$ cat config.mk
export PLATFORM = sky130hd
export DESIGN_NAME = frame_assembler_flat
export DESIGN_NICKNAME = d
export VERILOG_FILES = /design/src/rtl/frame_assembler_if.sv /design/src/rtl/frame_assembler.sv /design/src/flat_wrapper.sv
export SDC_FILE = /design/constraint.sdc
export NUM_CORES = 1
export LEC_CHECK = 0
export CORE_MARGIN = 2
export CORE_UTILIZATION = 53
export CTS_CLUSTER_SIZE = 20
export DETAILED_ROUTE_END_ITERATION = 10
export PLACE_DENSITY_LB_ADDON = 0.25
export SETUP_SLACK_MARGIN = 0.02
export SLEW_MARGIN = 5
export SYNTH_ARGS = -nofsm -noshare
export SYNTH_HDL_FRONTEND = slang
export SYNTH_SLANG_ARGS = --single-unit
$ cat constraint.sdc
create_clock -name clk -period 2.4 [get_ports clk]
set_input_delay 0.36 -clock clk [delete_from_list [all_inputs] [get_ports clk]]
set_output_delay 0.36 -clock clk [all_outputs]
set_load 0.05 [all_outputs]
$ cat src/rtl/frame_assembler_if.sv
// Bus bundle between the Port receiver / switch logic (master) and the frame assembler (slave).
interface frame_assembler_if #(
  parameter int unsigned data_len = 8,
  parameter int unsigned mac_len  = 12
);
  logic                   rec_complete;
  logic [data_len-1:0]    dout;
  logic [mac_len*8-1:0]   my_address;
  logic                   frame_valid;
  logic [mac_len*8-1:0]   frame_dst;
  logic [mac_len*8-1:0]   frame_src;
  logic [data_len-1:0]    frame_len;
  logic                   frame_ack;
  logic [data_len-1:0]    pl_data;
  logic                   pl_empty;
  logic                   pl_rd_en;
  logic                   frame_err;
  logic [1:0]             err_code;

  modport master (
    output rec_complete, dout, my_address, frame_ack, pl_rd_en,
    input  frame_valid, frame_dst, frame_src, frame_len, pl_data, pl_empty,
           frame_err, err_code
  );

  modport slave (
    input  rec_complete, dout, my_address, frame_ack, pl_rd_en,
    output frame_valid, frame_dst, frame_src, frame_len, pl_data, pl_empty,
           frame_err, err_code
  );
endinterface

$ cat src/rtl/frame_assembler.sv
// Parses dst/src/len/payload frames from a byte stream, buffers frames for this
// station (or broadcast) and holds them until acked; everything else is dropped.
module frame_assembler #(
  parameter int unsigned data_len       = 8,
  parameter int unsigned mac_len        = 12,
  parameter int unsigned max_payload    = 16,
  parameter int unsigned timeout_cycles = 1024
) (
  input logic              clk,
  input logic              reset,
  frame_assembler_if.slave bus
);
  localparam int unsigned MW   = mac_len * 8;
  localparam int unsigned MAXB = (mac_len > max_payload) ? mac_len : max_payload;
  localparam int unsigned CW   = $clog2(MAXB + 1);
  localparam int unsigned PW   = $clog2(max_payload) + 1;
  localparam int unsigned AW   = (max_payload > 1) ? $clog2(max_payload) : 1;
  localparam int unsigned TW   = $clog2(timeout_cycles + 1);

  typedef enum logic [2:0] {
    S_IDLE, S_DST, S_SRC, S_LEN, S_PAYLOAD, S_DISCARD, S_HOLD
  } state_e;

  state_e              state_q, state_d;
  logic [CW-1:0]       cnt_q, cnt_d;
  logic [TW-1:0]       tmo_q, tmo_d;
  logic [MW-1:0]       dst_q, dst_d;
  logic [MW-1:0]       src_q, src_d;
  logic [data_len-1:0] len_q, len_d;
  logic [PW-1:0]       wr_ptr_q, wr_ptr_d;
  logic [PW-1:0]       rd_ptr_q, rd_ptr_d;
  logic [data_len-1:0] pl_buf_q [max_payload];
  logic [data_len-1:0] pl_buf_d [max_payload];
  logic                err_q, err_d;
  logic [1:0]          code_q, code_d;
  logic                pl_empty_w;
  logic                for_us_w;

  assign pl_empty_w = (state_q != S_HOLD) || (rd_ptr_q == wr_ptr_q);
  assign for_us_w   = (dst_q == bus.my_address) || (dst_q == {mac_len{8'h46}});

  always_comb begin
    state_d  = state_q;
    cnt_d    = cnt_q;
    tmo_d    = tmo_q;
    dst_d    = dst_q;
    src_d    = src_q;
    len_d    = len_q;
    wr_ptr_d = wr_ptr_q;
    rd_ptr_d = rd_ptr_q;
    pl_buf_d = pl_buf_q;
    err_d    = 1'b0;
    code_d   = 2'd0;

    case (state_q)
      S_IDLE: begin
        cnt_d    = '0;
        tmo_d    = '0;
        wr_ptr_d = '0;
        rd_ptr_d = '0;
        if (bus.rec_complete) begin
          dst_d   = {dst_q[MW-data_len-1:0], bus.dout};
          cnt_d   = CW'(1);
          state_d = S_DST;
        end
      end

      S_HOLD: begin
        if (bus.pl_rd_en && !pl_empty_w) rd_ptr_d = rd_ptr_q + PW'(1);
        // Ack takes priority over a pop in the same cycle; a stray byte is always dropped.
        if (bus.frame_ack) begin
          state_d  = S_IDLE;
          rd_ptr_d = '0;
          wr_ptr_d = '0;
        end
        if (bus.rec_complete) begin
          err_d  = 1'b1;
          code_d = 2'd3;
        end
      end

      default: begin
        if (bus.rec_complete) begin
          tmo_d = '0;
          case (state_q)
            S_DST: begin
              dst_d = {dst_q[MW-data_len-1:0], bus.dout};
              if (32'(cnt_q) == mac_len - 1) begin
                cnt_d   = '0;
                state_d = S_SRC;
              end else begin
                cnt_d = cnt_q + CW'(1);
              end
            end
            S_SRC: begin
              src_d = {src_q[MW-data_len-1:0], bus.dout};
              if (32'(cnt_q) == mac_len - 1) begin
                cnt_d   = '0;
                state_d = S_LEN;
              end else begin
                cnt_d = cnt_q + CW'(1);
              end
            end
            S_LEN: begin
              len_d = bus.dout;
              cnt_d = '0;
              if (bus.dout == '0 || 32'(bus.dout) > max_payload) begin
                err_d   = 1'b1;
                code_d  = 2'd1;
                state_d = S_IDLE;
              end else if (for_us_w) begin
                state_d = S_PAYLOAD;
              end else begin
                state_d = S_DISCARD;
              end
            end
            S_PAYLOAD: begin
              pl_buf_d[wr_ptr_q[AW-1:0]] = bus.dout;
              wr_ptr_d = wr_ptr_q + PW'(1);
              if (32'(wr_ptr_q) + 1 == 32'(len_q)) state_d = S_HOLD;
            end
            S_DISCARD: begin
              cnt_d = cnt_q + CW'(1);
              if (32'(cnt_q) + 1 == 32'(len_q)) state_d = S_IDLE;
            end
            default: state_d = S_IDLE;
          endcase
        end else if (32'(tmo_q) == timeout_cycles - 1) begin
          err_d   = 1'b1;
          code_d  = 2'd2;
          state_d = S_IDLE;
        end else begin
          tmo_d = tmo_q + TW'(1);
        end
      end
    endcase
  end

  always_ff @(posedge clk or negedge reset) begin
    if (!reset) begin
      state_q  <= S_IDLE;
      cnt_q    <= '0;
      tmo_q    <= '0;
      dst_q    <= '0;
      src_q    <= '0;
      len_q    <= '0;
      wr_ptr_q <= '0;
      rd_ptr_q <= '0;
      err_q    <= 1'b0;
      code_q   <= 2'd0;
      for (int unsigned i = 0; i < max_payload; i++) pl_buf_q[i] <= '0;
    end else begin
      state_q  <= state_d;
      cnt_q    <= cnt_d;
      tmo_q    <= tmo_d;
      dst_q    <= dst_d;
      src_q    <= src_d;
      len_q    <= len_d;
      wr_ptr_q <= wr_ptr_d;
      rd_ptr_q <= rd_ptr_d;
      err_q    <= err_d;
      code_q   <= code_d;
      pl_buf_q <= pl_buf_d;
    end
  end

  assign bus.frame_valid = (state_q == S_HOLD);
  assign bus.frame_dst   = dst_q;
  assign bus.frame_src   = src_q;
  assign bus.frame_len   = len_q;
  assign bus.pl_data     = pl_buf_q[rd_ptr_q[AW-1:0]];
  assign bus.pl_empty    = pl_empty_w;
  assign bus.frame_err   = err_q;
  assign bus.err_code    = code_q;
endmodule
$ cat src/flat_wrapper.sv
// flat-port wrapper written by rule: the top's interface ports become plain ports
module frame_assembler_flat 
#(
  parameter int unsigned data_len       = 8,
  parameter int unsigned mac_len        = 12,
  parameter int unsigned max_payload    = 16,
  parameter int unsigned timeout_cycles = 1024
)
  (clk, reset, bus_rec_complete, bus_dout, bus_my_address, bus_frame_ack, bus_pl_rd_en, bus_frame_valid, bus_frame_dst, bus_frame_src, bus_frame_len, bus_pl_data, bus_pl_empty, bus_frame_err, bus_err_code);
  frame_assembler_if #(.data_len(data_len), .mac_len(mac_len)) bus_i ();
  input logic clk;
  input logic reset;
  input wire logic [$bits(bus_i.rec_complete)-1:0] bus_rec_complete;
  input wire logic [$bits(bus_i.dout)-1:0] bus_dout;
  input wire logic [$bits(bus_i.my_address)-1:0] bus_my_address;
  input wire logic [$bits(bus_i.frame_ack)-1:0] bus_frame_ack;
  input wire logic [$bits(bus_i.pl_rd_en)-1:0] bus_pl_rd_en;
  output wire logic [$bits(bus_i.frame_valid)-1:0] bus_frame_valid;
  output wire logic [$bits(bus_i.frame_dst)-1:0] bus_frame_dst;
  output wire logic [$bits(bus_i.frame_src)-1:0] bus_frame_src;
  output wire logic [$bits(bus_i.frame_len)-1:0] bus_frame_len;
  output wire logic [$bits(bus_i.pl_data)-1:0] bus_pl_data;
  output wire logic [$bits(bus_i.pl_empty)-1:0] bus_pl_empty;
  output wire logic [$bits(bus_i.frame_err)-1:0] bus_frame_err;
  output wire logic [$bits(bus_i.err_code)-1:0] bus_err_code;
  assign bus_i.rec_complete = bus_rec_complete;
  assign bus_i.dout = bus_dout;
  assign bus_i.my_address = bus_my_address;
  assign bus_i.frame_ack = bus_frame_ack;
  assign bus_i.pl_rd_en = bus_pl_rd_en;
  assign bus_frame_valid = bus_i.frame_valid;
  assign bus_frame_dst = bus_i.frame_dst;
  assign bus_frame_src = bus_i.frame_src;
  assign bus_frame_len = bus_i.frame_len;
  assign bus_pl_data = bus_i.pl_data;
  assign bus_pl_empty = bus_i.pl_empty;
  assign bus_frame_err = bus_i.frame_err;
  assign bus_err_code = bus_i.err_code;
  frame_assembler #(.data_len(data_len), .mac_len(mac_len), .max_payload(max_payload), .timeout_cycles(timeout_cycles)) u_core (.clk(clk), .reset(reset), .bus(bus_i));
endmodule
* After elaboration in Yosys (flattened, before gate mapping)
Index checks and enable logic that the tools add are counted.
Storage, ports and cells: bits in registers 360, input port bits 109, output and inout port bits 213, word-level logic and storage cells 137
Cells by class: $add $sub $neg 6, order comparisons 4, equal/unequal tests 22, multiplexer cells 49, bitwise gates (word level) 4, reduce and logical (&&, ||, !) cells 26
Operators with widths (number):
- 96-bit 2-to-1 mux | 3
- 96-bit case mux with 2 select lines | 1
- 128-bit bitwise mux | 1
- 96-bit by 95-bit equality test with 1-bit output (second input constant) | 1
- 96-bit equality test | 1
- 32-bit by 8-bit equality test with 1-bit output | 2
- 5-bit 2-to-1 mux | 7
- 8-bit binary-select mux with 4-bit select | 1
- 8-bit demux with 4-bit select | 1
- 5-bit case mux with 2 select lines | 3
- 3-bit 2-to-1 mux | 9
- 8-bit 2-to-1 mux | 3
- 11-bit 2-to-1 mux | 2
- 11-bit case mux with 2 select lines | 1
- 5-bit by 3-bit != test with 1-bit output (second input constant) | 4
- 3-bit AND reduction | 6
- 5-bit by 1-bit adder with 5-bit output (second input constant) | 3
- 3-bit case mux with 5 select lines | 1
- 5-bit case mux with 3 select lines | 1
- 5-bit by 1-bit adder with 6-bit output (second input constant) | 2
- 11-bit by 1-bit adder with 11-bit output (second input constant) | 1
- 11-bit by 10-bit equality test with 1-bit output (second input constant) | 1
- 5-bit >= comparator (second input constant) | 2
- 4-bit inverter with 5-bit output | 2
- other kinds (27) | 52

* Depth between registers and ports, before layout
depth in word-level cells 7, depth in mapped cells 9, gate-level depth less buffers 7

* Worst setup path before layout
OpenSTA, ideal clock, no wires.
path kind register to output, from reg u_core.rd_ptr_q[0], to out bus_pl_data[0], data arrival time 1.816 ns, required time 2.040 ns, setup slack 0.224 ns, stages on the path, launching flop included 5, buffers on the path 2, path through dfrtp_1 buf_6 buf_8 mux4_1 mux4_2
On the way: word-level cells in the longest chain between the ends 4
RTL lines:
- start, declared | line frame_assembler.sv:31 | logic [PW-1:0] rd_ptr_q, rd_ptr_d;
- start signal, assigned | line frame_assembler.sv:160 | rd_ptr_q <= rd_ptr_d;
- 4-bit inverter with 5-bit output (not written as such) | line frame_assembler.sv:171 | assign bus.pl_data = pl_buf_q[rd_ptr_q[AW-1:0]];
- 8-bit binary-select mux with 4-bit select | line frame_assembler.sv:171
- 8-bit 2-to-1 mux (not written as such) (2 in a row) | line frame_assembler.sv:171
- end, declared | line flat_wrapper.sv:22 | output wire logic [$bits(bus_i.pl_data)-1:0] bus_pl_data;
No other way between the ends. The select of a mux whose other input is x is not followed.

* Worst setup path in the final report
Same ends and word-level chain as after synthesis.

==> impl_metrics.json <==
{
  "total_power_w": 0.0286,
  "synth_edf_count": 0,
  "top_layer": "met5",
  "worst_pin_slew_ns": 0.646,
  "avgSynthCellArea_um2": 14.5,
  "synth_nets": 1301,
  "synthSimpleGateAreaFrac_pct": 7.50,
  "gp_congestion": 0.920,
  "m1WireLength_mm": 19.4,
  "post_synth_fa_ha_maj_area_fraction_pct": 0.575,
  "num-fill-cells": 2150,
  "grt_pass1_vias": 12300,
  "wirelength_mm": 50.7,
  "grt_usage_pct": 30.1,
  "power_density_nw_per_um2": 1250,
  "timing.hold.ws_ns": 0.384,
  "yosysTopAreaCellShare_pct": 52.4,
  "synth_area_um2": 17200,
  "cp.arrival_ns": 2.47,
  "reg2reg_depth": 7,
  "area.sequential_um2": 9010,
  "areaGrowthSynthToFinish_pct": 32.7,
  "finClkSkew_ns": 0.0146,
  "clk_latency_ns": 0.53,
  "clock-sinks": 360,
  "cap_violations": 0,
  "synth_compound_area_share_pct": 2.16,
  "multi_input_area_um2": 7810,
  "synth_top_family_by_area": "multiplexers",
  "status": "finished, violations left",
  "drc": 0,
  "num_vias": 11700,
  "grt_antenna_before_repair": 4,
  "ys_ff_latch": 360,
  "tritoncts": "done",
  "core_um2": 31800,
  "r2r_setup_slack_ns": 0.16,
  "synth-xor-area-share_pct": 6.36,
  "fin_tns_setup_ns": -3.34,
  "htree_levels": 2,
  "die_h_um": 184,
  "clockBufferDepth": 3,
  "timing.rr.start": "u_core.bus.frame_dst[21]",
  "first_pass_iters": 5,
  "wl_met2_mm": 25.3,
  "yosys_warnings": 0,
  "die_w_um": 184,
  "rsz0062_at_grt": "true",
  "worst_slack_ns": -0.428,
  "start_util_pct": 54.1,
  "end_kind": "primary output",
  "grt_pass1_wl_mm": 75.8,
  "fin_crit_sh_pct": 118,
  "drv_slew": 0,
  "p_leak_nw": 10.3,
  "design.portCount": 322,
  "drive_gt1_share_pct": 34.1,
  "fin_nets": 1672,
  "port_buffers": 321,
  "seq_area_frac_synth_pct": 52.4,
  "overflow": 0,
  "finalHoldViolCount": 0,
  "routedWlPerCell_um": 25.1,
  "cp.required_ns": 2.04,
  "cp_max_fo": 8,
  "synthCells": 1185,
  "hpwlAfterDp_mm": 36.0,
  "synth_cell_type_count": 68,
  "max_slew_margin_pct": 57.0,
  "setup.worst_path.class": "reg -> out",
  "path_clk_slew_ns": 0.06,
  "synthTopCellsByArea": "dfrtp_1 52%, mux2_2 16%, mux2_4 7.0%",
  "layout_min_cycle_time_ns": 2.83,
  "first_iter_violations": 737,
  "rows": 65,
  "synthMuxAreaShare_pct": 28.6,
  "ant_nets": 0,
  "cts_root_buffer": "clkbuf_16",
  "die_area_um2": 33900,
  "cts_buffers": 39,
  "yosysTopAreaCell": "dfrtp_1",
  "min_path_type": "in -> async",
  "synthArstFlopShare_pct": 100,
  "wl_met3_mm": 3.57,
  "vdd_drop_max_v": 0.00107,
  "r2r_end": "u_core.state_q[0]",
  "setup_viol": 8,
  "timing.fmax_mhz": 354,
  "viasPerCell": 5.80,
  "grt_start_max_net_pins": 73,
  "synth_flop_cell": "dfrtp_1",
  "cp-start-kind": "flip-flop",
  "violations": "setup timing"
}
==> sequential cells by signal, indices dropped and copies added, names as in the netlist <==
register	cells
u_core.bus.frame_len	8
u_core.pl_buf_q	128
u_core.state_q	3
u_core.bus.frame_dst	96
u_core.tmo_q	11
u_core.bus.err_code	2
u_core.bus.frame_err	1
u_core.wr_ptr_q	5
u_core.rd_ptr_q	5
u_core.bus.frame_src	96
u_core.cnt_q	5
==> area by class of cell <==
class                           instances  share of cell area, %
Antenna cell                            3                 0.0329
Clock buffer                           54                   5.01
Clock inverter                         16                  0.838
Inverter                                7                  0.115
Multi-Input combinational cell        750                   34.2
Sequential cell                       360                   39.5
Tap cell                              435                   2.38
Timing Repair Buffer                  398                   18.0
==> cell usage after synthesis, drive strengths merged, types with 9 or more instances <==
| cell type | n |
|---|---|
| a21oi | 11 |
| buf | 45 |
| clkbuf | 23 |
| dfrtp | 360 |
| mux2 | 328 |
| mux4 | 40 |
| nand2 | 23 |
| nand2b | 11 |
| nand3 | 28 |
| nand4 | 25 |
| nor2 | 29 |
| nor3 | 9 |
| nor4 | 24 |
| nor4b | 10 |
| o21ai | 15 |
| xnor2 | 43 |
| xor2 | 82 |
==> kinds of logic (layout without fill, tap and decap cells) <==
logic type / Yosys count / in the layout
buf+inv: 75 / 475
other cells: 0 / 3
xor+xnor: 125 / 125
mux: 369 / 369
simple gates: 193 / 193
flops: 360 / 360
fa+ha+maj: 8 / 8
compound gates: 55 / 55
==> power breakdown <==
part           internal [W]  switching, W  leakage, nW
Combinational       0.00494       0.00766         4.85
Clock               0.00377       0.00243        0.667
Sequential          0.00752       0.00228         4.75
==> worst max path at each step <==
stage,from,end,slack (ns),cells past startpoint
floorplan,u_core.rd_ptr_q[0],bus_pl_data[0],0.22,4
global placement,bus_my_address[5],u_core.state_q[0],-0.18,8
detailed placement,bus_my_address[5],u_core.state_q[0],-0.25,8
CTS,u_core.rd_ptr_q[0],bus_pl_data[3],-0.44,5
global route,u_core.rd_ptr_q[0],bus_pl_data[5],-0.48,5
finish,u_core.rd_ptr_q[0],bus_pl_data[0],-0.43,4
==> placed cells by master (no fill, tap or decap), drive strengths merged, types with 15 or more instances in the layout <==
cell type      Yosys  routed
nand3             28      28
buf               45      88
dfrtp            360     360
nand4             25      25
mux2             328     328
nor2              29      29
mux4              40      40
clkbuf            23      54
nand2             23      23
nor4              24      24
xor2              82      82
xnor2             43      43
o21ai             15      15
clkdlybuf4s50      0     306
==> routing by layer <==
metal | track usage [%] | vias to the layer above
met5 | 0 | -
met4 | 14.6 | 2
met3 | 6.11 | 123
met2 | 50.8 | 536
met1 | 37.1 | 5983
li1 | - | 5099
==> critical path, stage by stage, from the launching register on <==
cell     delay, ns
dfrtp_2       0.43
buf_12        0.17
mux4_4        0.64
mux4_2        0.52
buf_6         0.18
==> metrics by stage <==
stage | cell area (µm²) | setup slack, ns | util, % | instances
detailed placement | 21300 | -0.251 | 67.1 | 1943
global route | 22800 | -0.482 | 71.8 | 2023
floorplan | 17200 | 0.224 | - | 1185
global placement | 21300 | -0.184 | 67.1 | 1943
finish | 22800 | -0.428 | 71.8 | 2023
CTS | 22800 | -0.439 | 71.8 | 2019
==> timing repair <==
action | 4_1_cts | 5_1_grt
cloned | 1 | 0
setup buffers | 5 | 2
endpoints found under the hold margin | 53 | 0
setup endpoints to repair | 13 | 10
gates resized for setup | 21 | 5
hold buffers | 1 | 0
pin swaps | 1 | 0
(Power assumes the default switching activity.)
